**config.mk**
```make
export PLATFORM = sky130hd
export DESIGN_NAME = lcd_hd44780_driver
export DESIGN_NICKNAME = d
export VERILOG_FILES = /design/src/rtl/lcd_pkg.sv /design/src/rtl/bin_to_bcd17.sv /design/src/rtl/lcd_hd44780_driver.sv
export SDC_FILE = /design/constraint.sdc
export NUM_CORES = 1
export LEC_CHECK = 0
export ABC_AREA = 1
export ABC_CLOCK_PERIOD_IN_PS = 8450
export BUFFER_PORTS_ARGS = -buffer_cell sky130_fd_sc_hd__buf_2
export CORE_MARGIN = 2
export CORE_UTILIZATION = 35
export DETAILED_ROUTE_END_ITERATION = 10
export PLACE_DENSITY_LB_ADDON = 0.3
export SLEW_MARGIN = 5
export SYNTH_ARGS = -nofsm -noshare
export SYNTH_HDL_FRONTEND = slang
export SYNTH_SLANG_ARGS = --single-unit
```
**constraint.sdc**
```tcl
create_clock -name clk -period 8.45 [get_ports clk]
set_clock_uncertainty 0.05 [all_clocks]
set_input_delay 0 -clock clk [delete_from_list [all_inputs] [get_ports clk]]
set_output_delay 0 -clock clk [all_outputs]
set_load 0.05 [all_outputs]
```
**src/rtl/lcd_pkg.sv**
```systemverilog
// Shared definitions for the HD44780 character LCD driver.
// Holds the controller and per-byte phase encodings, the HD44780 command
// bytes, the ASCII glyphs used to build a frame and the opcode mnemonic table.
// No ports; imported by lcd_hd44780_driver and bin_to_bcd17.
package lcd_pkg;

    // Controller states
    localparam logic [2:0] S_PWRUP = 3'd0;
    localparam logic [2:0] S_INIT  = 3'd1;
    localparam logic [2:0] S_IDLE  = 3'd2;
    localparam logic [2:0] S_CONV  = 3'd3;
    localparam logic [2:0] S_WRITE = 3'd4;
    localparam logic [2:0] S_DONE  = 3'd5;

    // Micro-phases of a single bus transfer
    localparam logic [1:0] P_SETUP = 2'd0;
    localparam logic [1:0] P_EHIGH = 2'd1;
    localparam logic [1:0] P_HOLD  = 2'd2;

    // HD44780 commands
    localparam logic [7:0] CMD_FUNC_SET = 8'h38;
    localparam logic [7:0] CMD_DISP_ON  = 8'h0C;
    localparam logic [7:0] CMD_CLEAR    = 8'h01;
    localparam logic [7:0] CMD_ENTRY    = 8'h06;
    localparam logic [7:0] CMD_LINE1    = 8'h80;
    localparam logic [7:0] CMD_LINE2    = 8'hC0;

    // ASCII glyphs
    localparam logic [7:0] ASCII_SPACE = 8'h20;
    localparam logic [7:0] ASCII_LBR   = 8'h5B;
    localparam logic [7:0] ASCII_RBR   = 8'h5D;
    localparam logic [7:0] ASCII_PLUS  = 8'h2B;
    localparam logic [7:0] ASCII_MINUS = 8'h2D;
    localparam logic [7:0] ASCII_ZERO  = 8'h30;
    localparam logic [7:0] ASCII_A     = 8'h41;
    localparam logic [7:0] ASCII_X     = 8'h78;

    // Mnemonics indexed by opcode; entry 0 is the rightmost word
    localparam logic [7:0][31:0] MNEMONIC_TABLE = {
        "DPY ", "CLR ", "MUL ", "SUBI", "SUB ", "ADDI", "ADD ", "LOAD"
    };

    // One byte on the LCD bus together with its register-select level
    typedef struct packed {
        logic       rs;
        logic [7:0] data;
    } xfer_t;

    // Character pos (0 = leftmost) of the mnemonic for opcode op
    function automatic logic [7:0] mnemonic_char(input logic [2:0] op, input logic [1:0] pos);
        logic [31:0] word;
        logic [7:0]  ch;
        word = MNEMONIC_TABLE[op];
        case (pos)
            2'd0:    ch = word[31:24];
            2'd1:    ch = word[23:16];
            2'd2:    ch = word[15:8];
            default: ch = word[7:0];
        endcase
        return ch;
    endfunction

endpackage

```
**src/rtl/bin_to_bcd17.sv**
```systemverilog
// Iterative double-dabble converter, 17-bit binary magnitude to 5 BCD digits.
// A start pulse loads the operand (1 cycle), then 17 shift cycles follow;
// done pulses for one cycle together with the final digits, which then stay
// on bcd until the next start.
// Ports:
//   clk, reset   clock and synchronous active-high reset
//   start        one-cycle request, samples bin
//   bin[16:0]    magnitude to convert
//   done         one-cycle pulse, bcd valid from this cycle on
//   bcd[19:0]    digits, [19:16] = ten-thousands ... [3:0] = units
module bin_to_bcd17 (
    input  logic        clk,
    input  logic        reset,
    input  logic        start,
    input  logic [16:0] bin,
    output logic        done,
    output logic [19:0] bcd
);
    import lcd_pkg::*;

    // Upper 20 bits accumulate digits, lower 17 hold the bits still to shift in
    logic [36:0] sh_q, sh_d;
    logic [4:0]  cnt_q, cnt_d;
    logic        busy_q, busy_d;
    logic        done_q, done_d;
    logic [36:0] adj;

    function automatic logic [3:0] add3(input logic [3:0] d);
        return (d >= 4'd5) ? d + 4'd3 : d;
    endfunction

    // Each busy cycle corrects digits >= 5 and shifts one bit into the BCD field
    always_comb begin
        sh_d   = sh_q;
        cnt_d  = cnt_q;
        busy_d = busy_q;
        done_d = 1'b0;
        adj    = {add3(sh_q[36:33]), add3(sh_q[32:29]), add3(sh_q[28:25]),
                  add3(sh_q[24:21]), add3(sh_q[20:17]), sh_q[16:0]};
        if (start) begin
            sh_d   = {20'd0, bin};
            cnt_d  = 5'd0;
            busy_d = 1'b1;
        end else if (busy_q) begin
            sh_d  = {adj[35:0], 1'b0};
            cnt_d = cnt_q + 5'd1;
            if (cnt_q == 5'd16) begin
                busy_d = 1'b0;
                done_d = 1'b1;
            end
        end
    end

    always_ff @(posedge clk) begin
        if (reset) begin
            sh_q   <= '0;
            cnt_q  <= '0;
            busy_q <= 1'b0;
            done_q <= 1'b0;
        end else begin
            sh_q   <= sh_d;
            cnt_q  <= cnt_d;
            busy_q <= busy_d;
            done_q <= done_d;
        end
    end

    assign done = done_q;
    assign bcd  = sh_q[36:17];

endmodule

```
**src/rtl/lcd_hd44780_driver.sv**
```systemverilog
// HD44780 character LCD driver for the CPU display stage.
// Runs the power-up initialisation, then on each refresh request formats a
// 2x16 frame (mnemonic, register address, signed decimal value) and writes
// it over the 8-bit bus with timed E strobes.
// Optional macro LCD_HEX_EN: adds "0x" plus 4 hex digits of the raw value at
// line-2 chars 7-12; without it those chars are spaces.
// Ports:
//   clk, reset        clock and synchronous active-high reset
//   sinal_start       one-cycle refresh request
//   entrada_op[2:0]   opcode, entrada_end[3:0] register, entrada_valor[15:0] value
//   saida_dados[7:0]  LCD data bus, lcd_rs command/char select, lcd_rw = 0, lcd_e strobe
//   ocupado           high while initialising or refreshing
//   pronto            one-cycle pulse when a refresh completes
module lcd_hd44780_driver #(
    parameter int T_PWRUP  = 750000,
    parameter int T_E_HIGH = 25,
    parameter int T_CMD    = 2000,
    parameter int T_CLR    = 82000
) (
    input  logic        clk,
    input  logic        reset,
    input  logic        sinal_start,
    input  logic [2:0]  entrada_op,
    input  logic [3:0]  entrada_end,
    input  logic [15:0] entrada_valor,
    output logic [7:0]  saida_dados,
    output logic        lcd_rs,
    output logic        lcd_rw,
    output logic        lcd_e,
    output logic        ocupado,
    output logic        pronto
);
    import lcd_pkg::*;

    // One shared down-the-phase timer, wide enough for the longest wait
    localparam int TW = $clog2(T_PWRUP + T_CLR + T_CMD + T_E_HIGH + 1);
    localparam logic [TW-1:0] PWRUP_LAST = TW'(T_PWRUP - 1);
    localparam logic [TW-1:0] EHIGH_LAST = TW'(T_E_HIGH - 1);
    localparam logic [TW-1:0] CMD_LAST   = TW'(T_CMD - 1);
    localparam logic [TW-1:0] CLR_LAST   = TW'(T_CLR - 1);

    logic [2:0]    state_q, state_d;
    logic [1:0]    phase_q, phase_d;
    logic [TW-1:0] timer_q, timer_d;
    logic [5:0]    idx_q, idx_d;
    logic          pending_q, pending_d;
    logic [2:0]    op_q, op_d;
    logic [3:0]    addr_q, addr_d;
    logic [15:0]   val_q, val_d;
    logic [7:0]    data_q, data_d;
    logic          rs_q, rs_d;
    logic          e_q, e_d;
    logic          pronto_q, pronto_d;
    logic          conv_start_q, conv_start_d;

    logic          conv_done;
    logic [19:0]   bcd;
    logic [16:0]   mag;
    logic [TW-1:0] hold_last;
    logic          load;
    logic          capture;
    xfer_t         xb;

    // Computed at 17 bits so that -32768 has a representable magnitude
    assign mag = val_q[15] ? (17'd0 - {1'b1, val_q}) : {1'b0, val_q};

    bin_to_bcd17 u_bcd (
        .clk   (clk),
        .reset (reset),
        .start (conv_start_q),
        .bin   (mag),
        .done  (conv_done),
        .bcd   (bcd)
    );

    function automatic xfer_t init_byte(input logic [5:0] i);
        xfer_t x;
        x.rs = 1'b0;
        case (i)
            6'd0, 6'd1: x.data = CMD_FUNC_SET;
            6'd2:       x.data = CMD_DISP_ON;
            6'd3:       x.data = CMD_CLEAR;
            default:    x.data = CMD_ENTRY;
        endcase
        return x;
    endfunction

    function automatic logic [7:0] line1_char(input logic [3:0] c);
        logic [7:0] ch;
        case (c)
            4'd0, 4'd1, 4'd2, 4'd3: ch = mnemonic_char(op_q, c[1:0]);
            4'd5:    ch = ASCII_LBR;
            4'd6:    ch = addr_q[3] ? ASCII_ZERO + 8'd1 : ASCII_ZERO;
            4'd7:    ch = addr_q[2] ? ASCII_ZERO + 8'd1 : ASCII_ZERO;
            4'd8:    ch = addr_q[1] ? ASCII_ZERO + 8'd1 : ASCII_ZERO;
            4'd9:    ch = addr_q[0] ? ASCII_ZERO + 8'd1 : ASCII_ZERO;
            4'd10:   ch = ASCII_RBR;
            default: ch = ASCII_SPACE;
        endcase
        return ch;
    endfunction

`ifdef LCD_HEX_EN
    function automatic logic [7:0] hex_char(input logic [3:0] n);
        return (n < 4'd10) ? ASCII_ZERO + {4'd0, n} : ASCII_A + {4'd0, n} - 8'd10;
    endfunction
`endif

    function automatic logic [7:0] line2_char(input logic [3:0] c);
        logic [7:0] ch;
        case (c)
            4'd0:    ch = val_q[15] ? ASCII_MINUS : ASCII_PLUS;
            4'd1:    ch = ASCII_ZERO + {4'd0, bcd[19:16]};
            4'd2:    ch = ASCII_ZERO + {4'd0, bcd[15:12]};
            4'd3:    ch = ASCII_ZERO + {4'd0, bcd[11:8]};
            4'd4:    ch = ASCII_ZERO + {4'd0, bcd[7:4]};
            4'd5:    ch = ASCII_ZERO + {4'd0, bcd[3:0]};
`ifdef LCD_HEX_EN
            4'd7:    ch = ASCII_ZERO;
            4'd8:    ch = ASCII_X;
            4'd9:    ch = hex_char(val_q[15:12]);
            4'd10:   ch = hex_char(val_q[11:8]);
            4'd11:   ch = hex_char(val_q[7:4]);
            4'd12:   ch = hex_char(val_q[3:0]);
`endif
            default: ch = ASCII_SPACE;
        endcase
        return ch;
    endfunction

    // Frame order: line-1 address, 16 chars, line-2 address, 16 chars
    function automatic xfer_t write_byte(input logic [5:0] i);
        xfer_t x;
        if (i == 6'd0) begin
            x = '{rs: 1'b0, data: CMD_LINE1};
        end else if (i <= 6'd16) begin
            x = '{rs: 1'b1, data: line1_char(4'(i - 6'd1))};
        end else if (i == 6'd17) begin
            x = '{rs: 1'b0, data: CMD_LINE2};
        end else begin
            x = '{rs: 1'b1, data: line2_char(4'(i - 6'd18))};
        end
        return x;
    endfunction

    // Next-state logic; data and RS are loaded on entry to SETUP so they are
    // already valid on the bus during the SETUP cycle and stay put until the
    // next byte is loaded
    always_comb begin
        state_d      = state_q;
        phase_d      = phase_q;
        timer_d      = timer_q;
        idx_d        = idx_q;
        pending_d    = pending_q;
        op_d         = op_q;
        addr_d       = addr_q;
        val_d        = val_q;
        data_d       = data_q;
        rs_d         = rs_q;
        e_d          = e_q;
        pronto_d     = 1'b0;
        conv_start_d = 1'b0;
        load         = 1'b0;
        capture      = 1'b0;
        xb           = '0;
        hold_last    = (!rs_q && data_q == CMD_CLEAR) ? CLR_LAST : CMD_LAST;

        // Requests arriving while busy collapse into one pending refresh
        if (sinal_start && state_q != S_IDLE) begin
            pending_d = 1'b1;
        end

        case (state_q)
            S_PWRUP: begin
                if (timer_q == PWRUP_LAST) begin
                    state_d = S_INIT;
                    phase_d = P_SETUP;
                    timer_d = '0;
                    idx_d   = 6'd0;
                    load    = 1'b1;
                end else begin
                    timer_d = timer_q + 1'b1;
                end
            end
            S_INIT, S_WRITE: begin
                case (phase_q)
                    P_SETUP: begin
                        e_d     = 1'b1;
                        phase_d = P_EHIGH;
                        timer_d = '0;
                    end
                    P_EHIGH: begin
                        if (timer_q == EHIGH_LAST) begin
                            e_d     = 1'b0;
                            phase_d = P_HOLD;
                            timer_d = '0;
                        end else begin
                            timer_d = timer_q + 1'b1;
                        end
                    end
                    P_HOLD: begin
                        if (timer_q == hold_last) begin
                            timer_d = '0;
                            phase_d = P_SETUP;
                            if (state_q == S_INIT && idx_q == 6'd4) begin
                                idx_d = 6'd0;
                                if (pending_q || sinal_start) begin
                                    capture = 1'b1;
                                end else begin
                                    state_d = S_IDLE;
                                end
                            end else if (state_q == S_WRITE && idx_q == 6'd33) begin
                                idx_d    = 6'd0;
                                state_d  = S_DONE;
                                pronto_d = 1'b1;
                            end else begin
                                idx_d = idx_q + 6'd1;
                                load  = 1'b1;
                            end
                        end else begin
                            timer_d = timer_q + 1'b1;
                        end
                    end
                    default: phase_d = P_SETUP;
                endcase
            end
            S_IDLE: begin
                if (sinal_start) begin
                    capture = 1'b1;
                end
            end
            S_CONV: begin
                if (conv_done) begin
                    state_d = S_WRITE;
                    phase_d = P_SETUP;
                    timer_d = '0;
                    idx_d   = 6'd0;
                    load    = 1'b1;
                end
            end
            S_DONE: begin
                if (pending_q || sinal_start) begin
                    capture = 1'b1;
                end else begin
                    state_d = S_IDLE;
                end
            end
            default: state_d = S_PWRUP;
        endcase

        // Starting a refresh always samples the inputs as they are now
        if (capture) begin
            op_d         = entrada_op;
            addr_d       = entrada_end;
            val_d        = entrada_valor;
            pending_d    = 1'b0;
            state_d      = S_CONV;
            conv_start_d = 1'b1;
        end

        if (load) begin
            xb     = (state_d == S_INIT) ? init_byte(idx_d) : write_byte(idx_d);
            data_d = xb.data;
            rs_d   = xb.rs;
        end
    end

    always_ff @(posedge clk) begin
        if (reset) begin
            state_q      <= S_PWRUP;
            phase_q      <= P_SETUP;
            timer_q      <= '0;
            idx_q        <= '0;
            pending_q    <= 1'b0;
            op_q         <= '0;
            addr_q       <= '0;
            val_q        <= '0;
            data_q       <= '0;
            rs_q         <= 1'b0;
            e_q          <= 1'b0;
            pronto_q     <= 1'b0;
            conv_start_q <= 1'b0;
        end else begin
            state_q      <= state_d;
            phase_q      <= phase_d;
            timer_q      <= timer_d;
            idx_q        <= idx_d;
            pending_q    <= pending_d;
            op_q         <= op_d;
            addr_q       <= addr_d;
            val_q        <= val_d;
            data_q       <= data_d;
            rs_q         <= rs_d;
            e_q          <= e_d;
            pronto_q     <= pronto_d;
            conv_start_q <= conv_start_d;
        end
    end

    assign saida_dados = data_q;
    assign lcd_rs      = rs_q;
    assign lcd_rw      = 1'b0;
    assign lcd_e       = e_q;
    assign ocupado     = (state_q != S_IDLE);
    assign pronto      = pronto_q;

endmodule
```
After elaboration in Yosys (flattened, before gate mapping)
Memories as Yosys holds them, arrays and structs flattened. A register that Yosys moved wholly into a read port is not among the register bits.
Index checks and enable logic that the tools add are counted.
{ "classes": {"add_sub_neg": 16, "n_eq_ne": 42, "muxes": 74, "n_lt_le_gt_ge": 7, "reduce_logical": 25, "n_bitwise": 4} }
{ "ops": {"columns": ["operator", "n"], "rows": [
  ["one-hot mux 20 bit (3 select lines)", 2],
  ["2-to-1 mux 20 bit", 4],
  ["2-to-1 mux 17 bit", 4],
  ["one-hot mux 8 bit (7 select lines)", 1],
  ["one-hot mux 7 bit (6 select lines)", 1],
  ["2-to-1 mux 3 bit", 12],
  ["2-to-1 mux 6 bit", 6],
  ["2-to-1 mux 9 bit", 4],
  ["one-hot mux 6 bit (3 select lines)", 2],
  ["adder 6 x 4 -> 7 bit (first input constant)", 5],
  ["2-to-1 mux 32 bit", 1],
  ["one-hot mux 8 bit (3 select lines)", 1],
  ["2-to-1 mux 1 bit", 22],
  ["adder 20 x 1 -> 20 bit (second input constant)", 1],
  ["equality test 20 x 17 -> 1 bit", 1],
  ["equality test 20 bit (second input constant)", 1],
  ["equality test 20 x 5 -> 1 bit (second input constant)", 1],
  ["equality test 4 x 3 -> 1 bit (second input constant)", 5],
  ["greater-or-equal comparator 4 x 3 -> 1 bit (second input constant)", 5],
  ["subtractor 1 x 17 -> 17 bit (first input constant)", 1],
  ["adder 4 x 2 -> 4 bit (second input constant)", 4],
  ["equality test 4 x 2 -> 1 bit (second input constant)", 4],
  ["2-to-1 mux 4 bit", 4],
  ["one-hot mux 3 bit (5 select lines)", 1],
  ["46 further kinds", 75]
]} }
{ "totals": {"n_memories": 1, "romBits": 256, "elab_cells": 187, "ff_bits": 111, "out_inout_bits": 13, "input_bits": 26} }
{ "mem_list": {"columns": ["name", "words", "width", "read_ports", "rd_clocked_by_memory_dff", "wr", "line", "rtl"], "rows": [
  ["(no name shown)", 8, 32, 1, 1, 0, "lcd_pkg.sv:53", "word = MNEMONIC_TABLE[op];"]
]} }

Longest topological paths before layout
{ "logic_depth": {"ltp_word": 14, "ltp_mapped": 27, "mapped_depth_nobuf": 27} }

By module
From an unflattened synthesis, not the netlist that was laid out.
{ "unflattened": {"cells_unflattened": 1022, "area_unflattened_um2": 7268.2} }
{ "by_module_without_submodules": {"columns": ["mod", "cells_each", "instances", "area_per_inst_um2", "seq_area_each_um2"], "rows": [
  ["lcd_hd44780_driver", 719, 1, 5027.3, 1681.6],
  ["bin_to_bcd17", 303, 1, 2240.9, 880.8]
]} }

Least setup slack after synthesis
OpenSTA, ideal clock, no wires.
{ "synth_timing": {"path_kind": "reg-to-reg", "from": "reg data_q[0], in the netlist saida_dados[0]", "to": "reg data_q[0], in the netlist saida_dados[0]", "path_stages_with_launch": 22, "arrival_time_ns": 2.979, "path_slack_ns": 5.351, "synth_period_minus_slack_ns": 3.099, "required_time_ns": 8.330, "setup_ns": 0.070, "path_buffers": 0, "cell_sequence": "dfxtp_1 -> inv_1 -> nor2_1 -> nand3_1 -> nor2_1 -> nand2_1 -> nand2_1 -> nand4_1 -> nand2_2 -> nand2_4 -> a21oi_4 -> ha_1 -> inv_1 -> nand2_1 -> nand3_2 -> nor2_2 -> a21oi_1 -> o21ai_2 -> nand2_1 -> a21oi_1 -> nand2_1 -> a21oi_1"} }
{ "synth_via": {"elab_chain_cells": 14, "elab_cells_between_ends": 55, "classes_between": "add/sub: 2; order compare: 1; eq/ne: 23; mux: 22; reduce/logical: 7"} }
{ "synth_rtl": {"columns": ["item", "line", "rtl"], "rows": [
  ["start, declared", "lcd_hd44780_driver.sv:50", "logic [7:0] data_q, data_d;"],
  ["start signal, assigned", "lcd_hd44780_driver.sv:292", "data_q <= data_d;"],
  ["equality test 8 x 1 -> 1 bit *", "lcd_hd44780_driver.sv:166", "hold_last = (!rs_q && data_q == CMD_CLEAR) ? CLR_LAST : CMD_LAST;"],
  ["logical AND 1 bit *", "lcd_hd44780_driver.sv:166", null],
  ["2-to-1 mux 17 bit *", "lcd_hd44780_driver.sv:166", null],
  ["equality test 20 x 17 -> 1 bit *", "lcd_hd44780_driver.sv:202", "if (timer_q == hold_last) begin"],
  ["2-to-1 mux 6 bit", "lcd_hd44780_driver.sv:202", null],
  ["2-to-1 mux 6 bit", "lcd_hd44780_driver.sv:186", "case (phase_q)"],
  ["one-hot mux 6 bit (3 select lines)", "lcd_hd44780_driver.sv:173", "case (state_q)"],
  ["subtractor 4 x 1 -> 4 bit / subtractor 4 x 2 -> 4 bit (equally long branches)", "lcd_hd44780_driver.sv:137, lcd_hd44780_driver.sv:141", null],
  ["equality test 2 bit (tied with other cells)", "lcd_pkg.sv:54", "case (pos)"],
  ["one-hot mux 8 bit (3 select lines) (tied with other cells)", "lcd_pkg.sv:54", null],
  ["one-hot mux 8 bit (7 select lines) / 2-to-1 mux 9 bit (equally long branches)", "lcd_hd44780_driver.sv:90, lcd_hd44780_driver.sv:138", null],
  ["2-to-1 mux 9 bit", "lcd_hd44780_driver.sv:136", "end else if (i <= 6'd16) begin"],
  ["2-to-1 mux 9 bit", "lcd_hd44780_driver.sv:134", "if (i == 6'd0) begin"],
  ["2-to-1 mux 9 bit", "lcd_hd44780_driver.sv:262", "xb = (state_d == S_INIT) ? init_byte(idx_d) : write_byte(idx_d);"]
]} }
Mark *: on every way between the ends. The rest lies on a longest branch, timed or not.
A chain may end at the register's enable or synchronous reset.

==> results.json <==
{
  "status": "completed",
  "drive_gt1_frac": 0.126,
  "start_util": 0.357,
  "fmax_mhz": 289,
  "grt_use_met3": 0.0460,
  "cts_buffers": 17,
  "fillers": 2096,
  "final-setup-viol-count": 0,
  "seq_area_um2": 2560,
  "cts_setup_buffers": 0,
  "grt_use_met2": 0.287,
  "required_ns": 8.69,
  "period_needed_ns": 3.47,
  "htreeDepth": 4,
  "dr.pass1.iters": 5,
  "grtUsageTotal": 0.175,
  "area_growth_pct": 17.4,
  "dp.cells": 1330,
  "die_x_um": 148,
  "via_per_inst": 4.79,
  "max_cap_viol_count": 0,
  "yosysWarnings": 0,
  "rows": 52,
  "antenna_cells": 0,
  "peakVddDrop_mv": 0.119,
  "dp_hpwl_um": 13300,
  "final_cells": 1385,
  "fp.dieArea_um2": 21800,
  "final_antenna_net_count": 0,
  "hold_violations": 0,
  "clk_latency_ns": 0.42,
  "synth_cells": 1047,
  "grt_pass1_wl_um": 30900,
  "drv_slew": 0,
  "syn_area_um2": 7230,
  "cts.path.max_buffers": 2,
  "finalCritPeriodShare": 0.410,
  "r2r_cells": 18,
  "synth_cell_types": 50,
  "endpoint_kind": "flip-flop",
  "grt_max_degree": 32,
  "grt-busiest-layer": "met2",
  "die_h_um": 148,
  "postCtsHoldBufs": 23,
  "syn_area_per_cell_um2": 6.90,
  "cts_tree": "done",
  "rsz0062_at_grt": "false",
  "seq_area_frac_synth": 0.355,
  "fin_nets": 1156,
  "crit_path_start_kind": "flip-flop",
  "drtIter0Drc": 505,
  "io_pins": 39,
  "cts_root_buffer": "clkbuf_16",
  "synth-edff-count": 0,
  "finalSetupTns_ns": 0,
  "grt_antenna_before_repair": 0,
  "cp_max_fo": 23,
  "hp-class": "in2reg",
  "gr-usage-met1": 0.228,
  "critPathKind": "reg2reg",
  "overflow": 0,
  "syn-num-nets": 1101,
  "relSlewSlack": 0.348,
  "ys_seq_elements": 128,
  "dr_total_vias": 6630,
  "pwr_density_cell_nw_per_um2": 164,
  "final_common_cell": "nand2_1",
  "fp.coreArea_um2": 20200,
  "cts-resized-gates": 0,
  "tightest_slew_ns": 0.974,
  "async_flop_share": 0,
  "cellLeakagePower_nw": 3.56,
  "synth_ff_type": "dfxtp_1",
  "routabilityCongestion": 0.857,
  "worst_ep_arrival_time_ns": 3.70,
  "wl_per_cell_um": 13.3,
  "io_buffer_count": 37,
  "clk_pin_slew_ns": 0.06,
  "grt_pass1_vias": 6392,
  "wirelength_um": 18400,
  "hold_path_depth": 3,
  "layout_common_cells": "nand2_1, inv_1, dfxtp_1",
  "multiInputGateArea_um2": 3960,
  "cts_sinks": 128,
  "drc": 0
}
-- Yosys cell counts (3+ instances only) --
library cell / count / area (µm²)
nor3_1: 24 / 120
nor2_1: 95 / 357
nand2_4: 8 / 90.1
o21ai_0: 94 / 470
xor2_1: 27 / 236
ha_1: 28 / 350
or2_2: 7 / 43.8
nand4_1: 18 / 113
xnor2_1: 3 / 26.3
inv_2: 19 / 71.3
inv_1: 133 / 499
a21oi_1: 67 / 335
a22o_1: 3 / 26.3
nand3_2: 4 / 40.0
nor2_2: 6 / 37.5
a22oi_1: 3 / 22.5
clkinv_1: 3 / 11.3
o21ai_1: 6 / 30.0
nor4_1: 5 / 31.3
nand3_1: 62 / 310
nor2_4: 3 / 33.8
a31oi_1: 8 / 50.1
dfxtp_1: 128 / 2560
nand2_1: 225 / 845
clkbuf_1: 23 / 86.3
nand2_2: 7 / 43.8
-- stage by stage --
step                      power (W)  hold WS, ns  area [µm²]  setup WS (ns)   util
after detailed placement   0.000644        0.143        7650           5.02  0.378
final                       0.00139       0.0610        8480           4.98  0.419
after CTS                   0.00140       0.0535        8480           4.99  0.419
after global routing        0.00143       0.0712        8480           4.58  0.419
after floorplan            0.000632       0.0531        7230           5.35      -
after global placement     0.000644        0.140        7650           5.09  0.378
-- per-layer routing --
| metal | share of wire | wire length (µm) | vias to the layer above |
|---|---|---|---|
| li1 | - | - | 3506 |
| met1 | 0.48 | 8820 | 2990 |
| met2 | 0.45 | 8330 | 112 |
| met3 | 0.051 | 938 | 22 |
| met4 | 0.014 | 263 | 0 |
| met5 | 0 | 0 | - |
-- critical path: stages (launching register included) --
cell and delay (ns):
dfxtp_1 0.37, ha_1 0.18, nand2_1 0.10, nor2_4 0.14, inv_2 0.07, nor2_1 0.10, nand3_1 0.09, a21oi_2 0.19
nand2_1 0.11, nor2_1 0.15, nand3_1 0.10, nand2_1 0.20, nand2_1 0.08, inv_1 0.44, a22oi_1 0.34, inv_1 0.24
ha_1 0.17, nand2_1 0.06, a21boi_0 0.13
-- final timing paths --
path	from	endpoint	slack (ns)
worst max-delay path	timer_q[0]	flip-flop	4.98
worst min-delay path	reset	idx_q[0]	0.06
worst max register to register	timer_q[0]	flip-flop	4.98
worst min register to register	u_bcd.sh_q[0]	u_bcd.sh_q[0]	0.41
-- cell type report --
class / instances / area share
sequential: 128 / 0.302
clock buffer: 21 / 0.0554
inverter: 156 / 0.0696
multi-input combinational: 737 / 0.467
timing repair buffer: 62 / 0.0507
tap: 270 / 0.0398
clock inverter: 11 / 0.0152
-- power by group --
part	total [W]	switching (W)	internal (W)
clock network	0.000749	0.000289	0.000460
logic	0.0000324	0.0000179	0.0000145
registers	0.000606	0.00000115	0.000605
-- cells by family after synthesis --
logic type,Yosys count,synth area share
simple gates,480,0.312
compound gates,198,0.151
buf+inv,182,0.0968
flops,128,0.355
xor+xnor,30,0.0364
fa+ha+maj,28,0.0485
other cells,1,0.000519
Power figures use the tool's default switching activity.
